`src/rtl/spi_cmd_pkg.sv`:
```
// Shared types for the SPI command-frame controller.
// State encoding and opcode constants.
package spi_cmd_pkg;

  typedef enum logic [2:0] {
    IDLE,
    CMD,
    ADDR,
    DATA,
    DRAIN,
    ERR
  } state_e;

  localparam logic [7:0] OP_NOP = 8'h00;
  localparam logic [7:0] OP_WR  = 8'h02;
  localparam logic [7:0] OP_RD  = 8'h03;

endpackage

```
`src/rtl/spi_ss_sync.sv`:
```
// Two-flop chip-select synchroniser with edge pulses.
// All flops reset to the inactive (high) level.
module spi_ss_sync (
  input  logic clk,
  input  logic rst,
  input  logic ss_i,
  output logic ss_o,
  output logic fall_o,
  output logic rise_o
);

  logic meta_q;
  logic sync_q;
  logic prev_q;

  always_ff @(posedge clk) begin
    if (rst) begin
      meta_q <= 1'b1;
      sync_q <= 1'b1;
      prev_q <= 1'b1;
    end else begin
      meta_q <= ss_i;
      sync_q <= meta_q;
      prev_q <= sync_q;
    end
  end

  assign ss_o   = sync_q;
  assign fall_o = prev_q & ~sync_q;
  assign rise_o = ~prev_q & sync_q;

endmodule

```
`src/rtl/spi_cmd_ctrl.sv`:
```
// Decodes SPI frames (opcode, address, data words)
// into register-bank read/write strobes.
module spi_cmd_ctrl
  import spi_cmd_pkg::*;
#(
  parameter int DATA_BYTES = 2,
  parameter bit AUTO_INC   = 1'b1
) (
  input  logic                  clk,
  input  logic                  rst,
  input  logic                  spi_ss,
  input  logic                  byte_en,
  input  logic [7:0]            byte_data,
  output logic                  reg_wr_en,
  output logic                  reg_rd_en,
  output logic [7:0]            reg_addr,
  output logic [8*DATA_BYTES-1:0] reg_wr_data,
  output logic                  frame_err,
  output logic                  busy,
  output logic [15:0]           frame_cnt
);

  localparam int W = 8 * DATA_BYTES;
  localparam logic [2:0] LAST = 3'(DATA_BYTES - 1);

  logic ss_s;
  logic ss_fall;
  logic ss_rise;

  state_e st_q, st_d;
  logic [7:0]   addr_q, addr_d;
  logic [W-1:0] word_q, word_d;
  logic [2:0]   cnt_q, cnt_d;
  logic         words_q, words_d;
  logic         rd_q, rd_d;
  logic         arm_q;
  logic [1:0]   settle_q;

  logic         wr_q, wr_d;
  logic         rs_q, rs_d;
  logic         err_q, err_d;
  logic [7:0]   oaddr_q, oaddr_d;
  logic [W-1:0] wdata_q, wdata_d;
  logic [15:0]  fcnt_q, fcnt_d;

  logic [W+7:0] sh;
  logic         good;

  spi_ss_sync u_sync (
    .clk    (clk),
    .rst    (rst),
    .ss_i   (spi_ss),
    .ss_o   (ss_s),
    .fall_o (ss_fall),
    .rise_o (ss_rise)
  );

  always_comb begin
    st_d    = st_q;
    addr_d  = addr_q;
    word_d  = word_q;
    cnt_d   = cnt_q;
    words_d = words_q;
    rd_d    = rd_q;
    wr_d    = 1'b0;
    rs_d    = 1'b0;
    err_d   = 1'b0;
    oaddr_d = oaddr_q;
    wdata_d = wdata_q;
    fcnt_d  = fcnt_q;
    sh      = {word_q, byte_data};
    good    = 1'b0;
    if (st_q == IDLE) begin
      if (ss_fall && arm_q) st_d = CMD;
    end else begin
      if (byte_en) begin
        unique case (st_q)
          CMD: begin
            unique case (1'b1)
              (byte_data == OP_WR): begin
                st_d = ADDR;
                rd_d = 1'b0;
              end
              (byte_data == OP_RD): begin
                st_d = ADDR;
                rd_d = 1'b1;
              end
              (byte_data == OP_NOP): st_d = DRAIN;
              default: begin
                st_d  = ERR;
                err_d = 1'b1;
              end
            endcase
          end
          ADDR: begin
            addr_d = byte_data;
            if (rd_q) begin
              rs_d    = 1'b1;
              oaddr_d = byte_data;
              st_d    = DRAIN;
            end else begin
              cnt_d   = 3'd0;
              words_d = 1'b0;
              st_d    = DATA;
            end
          end
          DATA: begin
            word_d = sh[W-1:0];
            if (cnt_q == LAST) begin
              wr_d    = 1'b1;
              oaddr_d = addr_q;
              wdata_d = sh[W-1:0];
              cnt_d   = 3'd0;
              words_d = 1'b1;
              if (AUTO_INC) addr_d = addr_q + 8'd1;
              else st_d = DRAIN;
            end else begin
              cnt_d = cnt_q + 3'd1;
            end
          end
          default: ;
        endcase
      end
      // Termination sees the state after any same-cycle byte.
      if (ss_rise) begin
        good = (st_d == CMD) || (st_d == DRAIN) ||
               (st_d == DATA && cnt_d == 3'd0 && words_d);
        if (good) fcnt_d = fcnt_q + 16'd1;
        else if (st_d != ERR) err_d = 1'b1;
        st_d = IDLE;
      end
    end
  end

  always_ff @(posedge clk) begin
    if (rst) begin
      st_q     <= IDLE;
      addr_q   <= 8'd0;
      word_q   <= '0;
      cnt_q    <= 3'd0;
      words_q  <= 1'b0;
      rd_q     <= 1'b0;
      arm_q    <= 1'b0;
      settle_q <= 2'd0;
      wr_q     <= 1'b0;
      rs_q     <= 1'b0;
      err_q    <= 1'b0;
      oaddr_q  <= 8'd0;
      wdata_q  <= '0;
      fcnt_q   <= 16'd0;
    end else begin
      st_q    <= st_d;
      addr_q  <= addr_d;
      word_q  <= word_d;
      cnt_q   <= cnt_d;
      words_q <= words_d;
      rd_q    <= rd_d;
      wr_q    <= wr_d;
      rs_q    <= rs_d;
      err_q   <= err_d;
      oaddr_q <= oaddr_d;
      wdata_q <= wdata_d;
      fcnt_q  <= fcnt_d;
      // A frame open across reset is ignored until ss is seen high.
      if (settle_q != 2'd2) settle_q <= settle_q + 2'd1;
      if (settle_q == 2'd2 && ss_s) arm_q <= 1'b1;
    end
  end

  assign reg_wr_en   = wr_q;
  assign reg_rd_en   = rs_q;
  assign reg_addr    = oaddr_q;
  assign reg_wr_data = wdata_q;
  assign frame_err   = err_q;
  assign frame_cnt   = fcnt_q;
  assign busy        = ~ss_s & (st_q != IDLE);

endmodule

```
`config.mk`:
```
export PLATFORM = sky130hd
export DESIGN_NAME = spi_cmd_ctrl
export DESIGN_NICKNAME = d
export VERILOG_FILES = /design/src/rtl/spi_cmd_pkg.sv /design/src/rtl/spi_ss_sync.sv /design/src/rtl/spi_cmd_ctrl.sv
export SDC_FILE = /design/constraint.sdc
export NUM_CORES = 1
export LEC_CHECK = 0
export ABC_AREA = 1
export CORE_UTILIZATION = 48
export DETAILED_ROUTE_END_ITERATION = 12
export PLACE_DENSITY_LB_ADDON = 0.1
export REMOVE_ABC_BUFFERS = 1
export SYNTH_ARGS = -nofsm -noshare
export SYNTH_HDL_FRONTEND = slang
export SYNTH_SLANG_ARGS = --single-unit
```
`constraint.sdc`:
```
create_clock -name clk -period 1.74 [get_ports clk]
set_input_delay 0.348 -clock clk [delete_from_list [all_inputs] [get_ports clk]]
set_output_delay 0.348 -clock clk [all_outputs]
set_load 0.1 [all_outputs]
```
==> results.ini, run 1 <==
[route]
ant_nets = 0
num_vias = 3828
dr.first_iter.drc_count = 313
postRouteWirelength_mm = 11.34
firstDrtPassIters = 7
routedWlPerCell_um = 16.74
via_per_inst = 5.654
drcViolationCount = 0

[global_route]
grt_first_pass_wirelength_mm = 16.66
grt_antenna_before_repair = 0
gr-total-overflow = 0
grt_pass1_vias = 3650
grt_use_total_pct = 28.96
grt_max_degree = 25

[critical_path]
r2r_slack_ns = -0.38
worstSetupPathType = flop to flop
r2r-start = st_q[0]
cp_max_fo = 6
startpoint_type = flop
crit_start = st_q[0]
cp_data_required_time_ns = 2.03
cp-end-kind = flop
cp_data_arrival_time_ns = 2.41
rr_worst_depth = 13

[floorplan]
die_w_um = 85.32
core-area_mm2 = 0.006531
dieArea_mm2 = 0.007279
rows = 29
start_util_pct = 51.02
die_h_um = 85.32
ios = 56

[cells_and_area]
area_delta_synth_final_pct = 67.59
drive_above_1_share_pct = 36.33
final_cell_area_mm2 = 0.005584
n_antenna_cell = 0
finalNetCount = 610

[power]
power_frac_clock_pct = 28.6
power_frac_seq_pct = 36.0
pwr_density_cell_mw_per_mm2 = 952.4
p_leak_nw = 2.389
p_int_mw = 3.453
p_switching_mw = 1.865
ir_drop_mv = 0.8867
combPwrFrac_pct = 35.3
swShare_pct = 35.07

[logic_synthesis]
synth-async-reset-ratio_pct = 0
synth_edf_count = 0
synth-seq-cells = 73
ys.flop_type = dfxtp_1
ys_types = 37
avgSynthCellArea_um2 = 7.275
synthTopCellsByArea = dfxtp_1 (44%), nand2_1 (8.9%), a21oi_1 (7.8%)
synth_top_area_share_pct = 43.86
ys_seq_area_share_pct = 43.86
yosysWarnings = 0
syn_area_mm2 = 0.003332
synth_area_leader_cell = dfxtp_1
syn_inst = 458

[cts]
clkLatencyLatePin_ns = 0.36
cts-root-buf = clkbuf_8
h-tree-depth = 3
cts.sinks = 73
cts_tree = done
numCtsBuffers = 9
clockBufferDepth = 2
clkTransAtPathRegs_ns = 0.07

[sta]
finalCriticalPeriod_ns = 2.122
hold_viol_final = 0
fin_ws_ns = -0.3822
rsz0062_at_grt = true
slew_violations = 0
worstMarginPinSlew_ns = 0.4102
skew_ns = 0.007921
setup_viol = 19
slew_headroom_pct = 72.40
fmax_mhz = 471.2
fin_crit_sh_pct = 122.0

[status]
outcome = finished with violations
violations = negative setup slack

[hold_path]
min_path_cells = 3
worstHoldStart = byte_data[1]
hold_class = input pin to flop

[place]
gp_congestion = 0.8981
place_ws_ns = -0.5789
dpl_cell_area_mm2 = 0.004901
place.detailed.hpwl_mm = 6.672
io_buffers = 55

[flow_run]
max-cap-violations = 0

## critical path, cell delays in order (launching register included)
cell,delay [ns]
dfxtp_4,0.38
nor2_4,0.17
nand2_4,0.09
nand2_1,0.09
nand3_2,0.10
nor2_1,0.25
nor2_2,0.09
buf_4,0.15
inv_1,0.08
nand3_2,0.10
nand2_4,0.17
buf_16,0.14
nand3_1,0.09
a21oi_1,0.15
## cells in the mapped netlist, types with 6 or more instances
cell type  count
a21oi_1       52
inv_1         39
nor2_1        52
dfxtp_1       73
xnor2_1        6
nor3_1         7
nand3_1       36
nand2_1       79
xor2_1         9
o21ai_0       46
clkbuf_1      12
## metal layers
metal | track usage (%) | part of all wire [%] | vias to the layer above
met3 | 6.323 | 5.7 | 64
met1 | 34.71 | 41 | 1786
met2 | 49.71 | 49 | 191
li1 | - | - | 1787
met5 | 0 | 0 | -
met4 | 13.33 | 4.8 | 0
## area by class of cell
cell class,instances,area (µm²)
clock buffers,11,151.4
clock inverters,5,77.57
fillers,340,947.2
inverters,45,178.9
multi-input cells,322,1858
flip-flops and latches,73,1473
well taps,77,96.34
repair buffers,144,1749
## path summary, 6_finish.rpt
kind / end
hold / removal: reg_addr[1]
hold reg to reg: u_sync.ss_o
setup reg to reg: frame_cnt[11]
setup / recovery: frame_cnt[11]
## state kept, by name, indices dropped and copies added (netlist names)
register	flops
u_sync.meta_q	1
word_q	8
frame_cnt	16
frame_err	1
u_sync.ss_o	1
reg_rd_en	1
reg_wr_data	16
addr_q	8
rd_q	1
settle_q	2
reg_addr	8
words_q	1
st_q	3
cnt_q	3
u_sync.prev_q	1
arm_q	1
reg_wr_en	1
## kinds of logic (layout without fill, tap and decap cells)
logic type	after synthesis	count (layout)	share of synthesized area (%)
compound gates	111	111	17.46
xor+xnor	15	15	3.943
fa+ha+maj	3	3	1.127
buf+inv	63	205	7.735
flops	73	73	43.86
simple gates	193	193	25.87
## stage by stage
stage | TNS, ns | instances | hold slack [ns] | total power [mW] | util, %
floorplan | -7.500 | 440 | 0.3895 | 2.595 | -
global placement | -16.71 | 643 | 0.3941 | 3.206 | 75.04
detailed placement | -17.97 | 643 | 0.3945 | 3.247 | 75.04
CTS | -1.761 | 668 | 0.4340 | 5.016 | 81.82
global route | -7.619 | 677 | 0.4127 | 5.485 | 85.50
finish | -5.621 | 677 | 0.4043 | 5.319 | 85.50
## placed cells by master, fill, tap and decap left out, types with 6 or more instances in the layout
cell	count
nor2_1	45
nand3_2	13
nand3_1	22
nand2_2	7
buf_6	11
dfxtp_1	70
xnor2_1	6
a21oi_2	9
dlygate4sd2_1	7
inv_2	6
buf_12	46
nand2_1	70
nor2_4	7
a21oi_1	43
clkbuf_8	11
o21ai_0	42
xor2_1	9
buf_4	74
inv_1	35
## timing repair
item | CTS | global route
hold buffers | 0 | 0
resized for setup | 50 | 49
gates cloned | 1 | 0
endpoints found under the setup margin | 27 | 35
pin swaps | 27 | 18
setup buffers | 9 | 9
## power by group through the flow
stage / Clock (mW) / Sequential [mW] / Combinational [mW]
5_1_grt: 1.60 / 1.92 / 1.96
6_report: 1.52 / 1.92 / 1.88
3_3_place_gp: 0 / 1.90 / 1.31
2_1_floorplan: 0 / 2.07 / 0.523
4_1_cts: 1.53 / 1.91 / 1.58
3_5_place_dp: 0 / 1.90 / 1.35
(Power assumes the default switching activity.)
==> run 2, diff against run 1 <==
- SYNTH_HIERARCHICAL: default -> 1
==> run 2 against run 1 <==
Against the previous run:
- the flow still finishes with violations (negative setup slack)
- die area rose by 1.5%
- power fell by 5.1%
- register-to-register slack improved by 0.21 ns
- largest power group unchanged
- global-route usage fell by 3.4 points
==> results.ini, run 2 <==
[logic_synthesis]
synth_top_area_share_pct = 43.18  ; -0.68 points
post-synth-top-count-cell = nand2_1
syn_area_mm2 = 0.003384  ; +1.6%
yosysWarnings = 6  ; +6
avgSynthCellArea_um2 = 7.263  ; -0.17%
ys_top_cells_by_count = nand2_1 (83), dfxtp_1 (73), nor2_1 (53)
ys_types = 37  ; unchanged
synth_mux_area_share_pct = 0.3327  ; +0.33 points
synth-compound-area-share_pct = 16.71  ; -0.75 points
syn_inst = 466  ; +1.7%
synth-seq-cells = 73  ; unchanged
synth-xor-area-share_pct = 3.882  ; -0.061 points
ys_seq_area_share_pct = 43.18  ; -0.68 points
synth_fa_ha_area_share_pct = 1.109  ; -0.017 points
synth-async-reset-ratio_pct = 0  ; unchanged
synthTopCellsByArea = dfxtp_1 (43%), nand2_1 (9.2%), o21ai_0 (7.1%)
synth_top_family_by_area = simple AND/OR/NAND/NOR gates
synthSimpleGateAreaFrac_pct = 27.10  ; +1.2 points
synth_area_leader_cell = dfxtp_1
ys.flop_type = dfxtp_1
synth_edf_count = 0  ; unchanged

[route]
ant_nets = 0  ; unchanged
firstDrtPassIters = 5  ; -2
dr.first_iter.drc_count = 176  ; -44%
routedWlPerCell_um = 15.23  ; -9.0%
drcViolationCount = 0  ; unchanged
postRouteWirelength_mm = 10.42  ; -8.1%
num_vias = 3693  ; -3.5%
via_per_inst = 5.399  ; -4.5%

[place]
place.detailed.hpwl_mm = 6.286  ; -5.8%
io_buffers = 55  ; unchanged
place_ws_ns = -0.5311  ; +0.04781 ns
gp_congestion = 0.9540  ; +6.2%
place_inst = 657  ; +2.2%

[power]
power_frac_clock_pct = 27.6  ; -1.0 points
combPwrFrac_pct = 35.1  ; -0.2 points
ir_drop_mv = 0.6790  ; -23%
p_leak_nw = 2.235  ; -6.5%
power_frac_seq_pct = 37.3  ; +1.3 points
p_int_mw = 3.227  ; -6.6%
p_switching_mw = 1.819  ; -2.5%
total_power_mw = 5.046  ; -5.1%
swShare_pct = 36.05  ; +0.98 points
pwr_density_cell_mw_per_mm2 = 918.9  ; -3.5%

[cells_and_area]
fin_util_pct = 80.83  ; -4.7 points
final_cells = 684  ; +1.0%
mostFrequentLayoutCell = nand2_1
area_delta_synth_final_pct = 62.26
drive_above_1_share_pct = 34.86  ; -1.5 points
final_cell_mix = nand2_1 (71), dfxtp_1 (68), buf_4 (58)
n_antenna_cell = 0  ; unchanged
finalNetCount = 598  ; -2.0%

[status]
outcome = finished with violations
violations = negative setup slack

[global_route]
grt_max_degree = 35  ; +40%
grt_use_total_pct = 25.58  ; -3.4 points
gr-total-overflow = 0  ; unchanged
grt_antenna_before_repair = 0  ; unchanged
grt_pass1_vias = 3255  ; -11%
grt_first_pass_wirelength_mm = 14.77  ; -11%

[hold_path]
hold_class = flop to flop
worstHoldStart = u_sync/meta_q

[cts]
cts_tree = done
numCtsBuffers = 9  ; unchanged
h-tree-depth = 3  ; unchanged
cts.sinks = 73  ; unchanged
cts-root-buf = clkbuf_8
clkLatencyLatePin_ns = 0.37  ; about the same
ctsHoldBuffers = 0  ; unchanged
clkTransAtPathRegs_ns = 0.08  ; about the same
clockBufferDepth = 2  ; unchanged

[critical_path]
critPathMaxStageDelay_ns = 0.38  ; about the same
crit_chain = nor2_4 > nand2_1 > nand2_2 > nand2_2 > inv_2 > nand3_2 > nand2_1 > nand2_1 > nand3_4 > nand2_8 > buf_6 > nand3_2 > nand2_1 > nor2_1
cp_data_required_time_ns = 2.03  ; about the same
cp_max_fo = 8  ; +2
crit_start = st_q[2]
cpMostUsedCell = nand2_1
cp_data_arrival_time_ns = 2.20  ; -0.21 ns
r2r-start = st_q[2]
crit_family = simple AND/OR/NAND/NOR gates
worstSetupPathType = flop to flop
crit_buf_inv = 2  ; -1
crit_slowest_cell = dfxtp_4
startpoint_type = flop
cp-end-kind = flop

[sta]
slew_headroom_pct = 76.69  ; +4.3 points
worstMarginPinSlew_ns = 0.3465  ; -0.06366 ns
finalCriticalPeriod_ns = 1.909  ; -0.2136 ns
fin_ws_ns = -0.1686  ; +0.2136 ns
hold_viol_final = 0  ; unchanged
slew_violations = 0  ; unchanged
final.setup.tns_ns = -2.069  ; +3.552 ns
setup_viol = 18  ; -1
rsz0062_at_grt = true
fmax_mhz = 523.9  ; +11%
skew_ns = 0.01563  ; +0.007711 ns
fin_crit_sh_pct = 109.7  ; -12 points

[floorplan]
ios = 56  ; unchanged
core-area_mm2 = 0.006794  ; +4.0%
start_util_pct = 49.82  ; -1.2 points
die_w_um = 85.97  ; +0.77%
die_h_um = 85.97  ; +0.77%
rows = 30  ; +3.4%
dieArea_mm2 = 0.007391  ; +1.5%

[flow_run]
max-cap-violations = 0  ; unchanged

[run 2: area by class of cell]
type	instances	area, µm²
repair buffers	121	1553
well taps	96	120.1
clock inverters	7	77.57
multi-input cells	330	1954
inverters	48	185.2
clock buffers	9	123.9
fillers	427	1303
flip-flops and latches	73	1478
[run 2: logic make-up after synthesis]
group	after synthesis
AND/OR/NAND/NOR	203
buffers and inverters	64
AO/OA/AOI/OAI	107
XOR/XNOR	15
adder cells (fa/ha/maj)	3
flip-flops	73
multiplexers	1
[run 2: per-stage QoR]
stage / instance area [µm²] / hold slack (ns)
floorplan: 3304 / 0.3867
global placement: 4873 / 0.3969
detailed placement: 4873 / 0.4092
CTS: 5187 / 0.4290
global route: 5492 / 0.4565
finish: 5492 / 0.4214
[run 2: metal layers]
| layer | track usage, % | share of wire, % |
|---|---|---|
| met4 | 10.61 | 3.0 |
| met1 | 30.00 | 38 |
| met5 | 0 | 0 |
| met2 | 44.16 | 52 |
| met3 | 6.737 | 6.8 |
[run 2: path summary, 6_finish.rpt]
check,to,slack (ns),depth (start not counted)
worst max-delay path,frame_cnt[0],-0.17,14
worst min-delay path,u_sync/ss_o,0.42,2
worst max register to register,frame_cnt[0],-0.17,14
worst min register to register,u_sync/ss_o,0.42,2
[run 2: power by group through the flow]
stage / Clock [mW] / Combinational (mW) / Sequential (mW)
4_1_cts: 1.40 / 1.32 / 1.87
2_1_floorplan: 0 / 0.519 / 2.02
5_1_grt: 1.49 / 1.87 / 1.89
3_5_place_dp: 0 / 1.17 / 1.89
3_3_place_gp: 0 / 1.15 / 1.89
6_report: 1.39 / 1.77 / 1.88
[run 2: timing repair]
action	CTS	global route
endpoints found under the setup margin	17	20
pin swaps	5	31
gates resized for setup	24	66
buffers inserted	6	3
hold endpoints to repair	0	0
gates cloned	0	2
[run 2: worst min-delay path, cell delays in order, from the launching register on]
cell and delay, ns:
dfxtp_1 0.31, inv_1 0.04, nand2_1 0.05
